`src/rtl/counter_sequencer.sv`:
```
// Run controller for a load/enable/clear up/down counter: accepts START/STOP/PAUSE/CLEAR
// commands over a valid/ready port and sequences one or more start->terminal runs.
module counter_sequencer #(
  parameter int WIDTH = 4,
  parameter int RW    = 4
) (
  input  logic             clk,
  input  logic             rst,
  // Handshake: a command transfers on the rising edge where cmd_valid & cmd_ready are both 1;
  // cmd_ready depends only on state, never on cmd_valid.
  input  logic             cmd_valid,
  output logic             cmd_ready,
  input  logic [1:0]       cmd_op,
  input  logic [WIDTH-1:0] cmd_start,
  input  logic [WIDTH-1:0] cmd_term,
  input  logic             cmd_up,
  input  logic [RW-1:0]    cmd_reps,
  input  logic [WIDTH-1:0] cnt_value,
  output logic             cnt_load,
  output logic [WIDTH-1:0] cnt_load_val,
  output logic             cnt_en,
  output logic             cnt_up,
  output logic             cnt_clr,
  output logic             busy,
  output logic             done,
  output logic             err,
  output logic [RW-1:0]    reps_left,
  output logic [1:0]       dbg_state
);

  typedef enum logic [1:0] {
    S_IDLE = 2'd0,
    S_LOAD = 2'd1,
    S_RUN  = 2'd2,
    S_HOLD = 2'd3
  } state_t;

  localparam logic [1:0] OP_START = 2'b00;
  localparam logic [1:0] OP_STOP  = 2'b01;
  localparam logic [1:0] OP_PAUSE = 2'b10;
  localparam logic [1:0] OP_CLEAR = 2'b11;

  state_t           r_state, w_next;
  logic [WIDTH-1:0] r_start, w_start_n;
  logic [WIDTH-1:0] r_term, w_term_n;
  logic             r_up, w_up_n;
  logic [RW-1:0]    r_reps, w_reps_n;
  logic             r_done, r_err, r_clr, r_busy;
  logic             w_done_n, w_err_n, w_clr_n;
  logic             w_accept, w_at_term;

  assign w_accept  = cmd_valid && cmd_ready;
  assign w_at_term = (cnt_value == r_term);

  always_ff @(posedge clk or negedge rst) begin
    if (!rst) begin
      r_state <= S_IDLE;
      r_start <= '0;
      r_term  <= '0;
      r_up    <= 1'b0;
      r_reps  <= '0;
      r_done  <= 1'b0;
      r_err   <= 1'b0;
      r_clr   <= 1'b0;
      r_busy  <= 1'b0;
    end else begin
      r_state <= w_next;
      r_start <= w_start_n;
      r_term  <= w_term_n;
      r_up    <= w_up_n;
      r_reps  <= w_reps_n;
      r_done  <= w_done_n;
      r_err   <= w_err_n;
      r_clr   <= w_clr_n;
      r_busy  <= (w_next != S_IDLE);
    end
  end

  always_comb begin
    w_next    = r_state;
    w_start_n = r_start;
    w_term_n  = r_term;
    w_up_n    = r_up;
    w_reps_n  = r_reps;
    w_done_n  = 1'b0;
    w_err_n   = 1'b0;
    w_clr_n   = 1'b0;
    case (r_state)
      S_IDLE: begin
        if (w_accept) begin
          case (cmd_op)
            OP_START: begin
              w_start_n = cmd_start;
              w_term_n  = cmd_term;
              w_up_n    = cmd_up;
              w_reps_n  = cmd_reps;
              w_next    = S_LOAD;
            end
            OP_CLEAR: w_clr_n = 1'b1;
            default:  w_err_n = 1'b1;
          endcase
        end
      end
      S_LOAD: w_next = S_RUN;
      S_RUN, S_HOLD: begin
        // An accepted command outranks terminal handling in the same cycle.
        if (w_accept) begin
          case (cmd_op)
            OP_PAUSE: w_next = (r_state == S_RUN) ? S_HOLD : S_RUN;
            OP_STOP:  w_next = S_IDLE;
            OP_CLEAR: begin
              w_next   = S_IDLE;
              w_clr_n  = 1'b1;
              w_reps_n = '0;
            end
            default:  w_err_n = 1'b1;
          endcase
        end else if (r_state == S_RUN && w_at_term) begin
          if (r_reps == RW'(1)) begin
            w_next   = S_IDLE;
            w_done_n = 1'b1;
            w_reps_n = '0;
          end else begin
            // reps of zero means free-run: reload forever without counting down.
            if (r_reps != '0) w_reps_n = r_reps - RW'(1);
            w_next = S_LOAD;
          end
        end
      end
      default: w_next = S_IDLE;
    endcase
  end

  assign cmd_ready    = (r_state != S_LOAD);
  assign cnt_load     = (r_state == S_LOAD);
  assign cnt_load_val = r_start;
  assign cnt_en       = (r_state == S_RUN) && !w_at_term;
  assign cnt_up       = r_up;
  assign cnt_clr      = r_clr;
  assign busy         = r_busy;
  assign done         = r_done;
  assign err          = r_err;
  assign reps_left    = r_reps;
  assign dbg_state    = r_state;

endmodule

```
`config.mk`:
```
export PLATFORM = sky130hd
export DESIGN_NAME = counter_sequencer
export DESIGN_NICKNAME = d
export VERILOG_FILES = /design/src/rtl/counter_sequencer.sv
export SDC_FILE = /design/constraint.sdc
export NUM_CORES = 1
export LEC_CHECK = 0
export ABC_AREA = 1
export ABC_CLOCK_PERIOD_IN_PS = 3950
export BUFFER_PORTS_ARGS = -buffer_cell sky130_fd_sc_hd__buf_2
export CORE_MARGIN = 5
export CORE_UTILIZATION = 45
export DETAILED_ROUTE_END_ITERATION = 8
export PLACE_DENSITY = 0.8
export SYNTH_ARGS = -nofsm -noshare
export SYNTH_HDL_FRONTEND = slang
export SYNTH_SLANG_ARGS = --single-unit
```
`constraint.sdc`:
```
create_clock -name clk -period 3.95 [get_ports clk]
set_input_delay 0.9875 -clock clk [delete_from_list [all_inputs] [get_ports clk]]
set_output_delay 0.9875 -clock clk [all_outputs]
set_load 0.02 [all_outputs]
```
==> summary.md <==
| Metric | Value |
|---|---|
| Status | finished, final reports clean |
| Skew-Pair Late Insertion Delay | 290 ps |
| Crit path largest cell delay | 180 ps |
| Synthesis Warnings | 0 |
| CTS Hold Buffers Added | 0 |
| Final WS setup | 1330 ps |
| Initial Util | 0.460 |
| Achievable Freq | 0.382 GHz |
| Largest net degree at the start of global routing | 20 |
| Setup Viol. Count Final | 0 |
| Fin area | 1360 um^2 |
| CTS resizes | 0 |
| Yosys cell types | 25 |
| Worst Path Arrival | 1630 ps |
| Total gr overflow | 0 |
| Initial antenna violation count | 0 |
| Residual DRC | 0 |
| Port Buffer Count | 39 |
| Core area | 2430 um^2 |
| CP max stage cell | nor2_1 |
| Setup CP Type | input port to output pin |
| Root Buffer | clkbuf_4 |
| Crit-path cells | buf_2 > inv_1 > nand2_1 > nand2_1 > nor2_1 > a21oi_1 > buf_2 |
| Min cycle time layout | 2620 ps |
| Crit path launch | cnt_value[1] |
| Postcts setup bufs | 0 |
| Most frequent cells after synthesis | nand2_1, inv_1, dfrtp_1 |
| First-pass GRT wire length | 3.86 mm |
| CP bufs+invs | 3 |
| Top post-synthesis cells by area | dfrtp_1, nand2_1, inv_1 |
| Post-Synth Adder-Cell Area | 0.0559 |
| Die area | 3590 um^2 |
| Vias in the first global route | 944 |
| Setup slack, reg-to-reg | 2440 ps |
| Maximum vdd drop | 386 uV |
| EDFF count, synth | 0 |
| Final GP Congestion | 0.789 |
| Mapped Area | 1120 um^2 |
| Max FO, Critical Path | 3 |
| Gr usage total | 0.143 |
| CTS tree | yes |
| Slew @ Worst Pin | 438 ps |
| Slew Viols, Final | 0 |
| RSZ-0062 raised after global routing | no |
| Die Ht | 59.9 um |
| #FFs+latches synth | 19 |
| Max_slew headroom | 0.708 |
| Post-synthesis sequential area ratio | 0.425 |
| Period utilisation layout | 0.663 |
| CTS buffer count | 3 |
| HP Class | register to register |
| CTS Buffer Depth | 2 |
| Cell area power density | 734 nW/um^2 |
| CP Data Required Time | 2960 ps |
| TritonRoute pass-1 iters | 4 |
| Mux contribution to synthesized area | 0.0503 |
| Horiz. Die Dim | 59.9 um |
| Number of max-cap violations | 0 |
| Pleak | 0.795 nW |
| CP endpoint | cnt_en |
| Worst min-delay path startpoint | reps_left[1] |
| Worst r2r path cells | 3 |
| Critical Path Start Type | input port |
| Dpl cells | 200 |
| Nets@finish | 202 |
| Final core occ | 0.560 |
| Number of nets with antenna violations after routing | 0 |
| Synth Flop Type | dfrtp_1 |
| CP Depth | 7 |
| Synth Area in XOR/XNOR | 0.0156 |
| Total power | 1.00 mW |
| Starting DRT DRC Count | 22 |
| R2R Path Start | dbg_state[1] |
| Non-Filler Instances | 204 |
| DPL Wire Length | 1.89 mm |
| TNS Setup | 0 ps |
| Top cell family by delay on the critical path | buffers and inverters |
| Clock tree sinks | 19 |
| Routed wire per std cell | 11.6 um |
| Synth Instances | 133 |
| H-tree levels | 1 |
| Endpoints failing hold | 0 |
| Post-synth net total | 160 |
| Async S/R FF share, synth | 1.00 |
| Clock Skews | 6.10 ps |
| Placed Area | 1340 um^2 |
| Via count | 970 |
| Clock transition at path regs | 110 ps |
| CP Capture Type | output pin |
| Inserted Diodes | 0 |
| Setup WS pre-CTS | 1340 ps |
| Synth Area in Simple Gates | 0.284 |
| Layout cells sized above 1 | 0.339 |
| Largest family of logic cells by synthesized area | simple AND/OR/NAND/NOR gates |
| Reg-to-reg endpoint | cnt_load_val[3] |
| Hold WS | 509 ps |
| Most common cell in the netlist | nand2_1 |
| Row count | 18 |
| Post-synthesis compound-gate area fraction | 0.0737 |
| Synth top area share | 0.425 |
| Final WL | 2.37 mm |
| Synth Area per Inst | 8.42 um^2 |
| Via/cell ratio | 4.75 |
| I/O pins | 40 |
| Area grow syn2layout | 21.7% |
| Cell taking the most area after synthesis | dfrtp_1 |
cells by family after synthesis:
group | after synthesis
xor+xnor | 2
fa+ha+maj | 5
mux | 5
simple gates | 63
flops | 19
compound gates | 14
buf+inv | 25
sequential cells by signal (all words and copies together), names as in the netlist:
| name | count |
|---|---|
| cnt_clr | 1 |
| dbg_state | 2 |
| cnt_load_val | 4 |
| reps_left | 4 |
| busy | 1 |
| cnt_up | 1 |
| err | 1 |
| done | 1 |
| r_term | 4 |
per-layer routing:
layer,GRT usage,share of wire,up-vias
met3,0.0238,0.051,2
met5,0,0,-
met1,0.165,0.41,449
met4,0.0570,0.011,0
met2,0.258,0.52,20
li1,-,-,499
where the power goes:
group,total (mW),internal [mW],switching [mW]
clock network,0.0992,0.0392,0.0599
registers,0.347,0.276,0.0716
logic,0.553,0.205,0.348
worst min path at each step:
stage | endpoint | slack, ps | cells after the start
final | reps_left[1] | 510 | 2
after global placement | reps_left[1] | 480 | 2
after detailed placement | reps_left[1] | 490 | 2
after floorplan | r_term[1] | 500 | 2
after CTS | reps_left[1] | 510 | 2
after global routing | reps_left[1] | 540 | 2
final cells by class:
cell class                      instances  area (um^2)
Fill cell                             221         1070
Multi-Input combinational cell         89          537
Sequential cell                        19          475
Timing Repair Buffer                   39          195
Inverter                               23         91.3
Tap cell                               30         37.5
Clock buffer                            4         26.3
placed cells by master (no fill, tap or decap), types with 2 or more instances in the layout:
master / count
clkbuf_4: 3
nand3_1: 12
inv_2: 2
o21ai_0: 3
buf_2: 39
nand2_1: 32
ha_1: 5
dfrtp_1: 19
inv_1: 20
nand2_4: 3
nor2_1: 9
nor2_4: 2
mux2_2: 5
a21oi_1: 8
worst register-to-register path, stage by stage (launching register included):
cell	delay, ps
dfrtp_1	620
nor2_1	130
nand2_2	270
mux2_2	370
No activity file was read; power rests on OpenSTA's default activity.
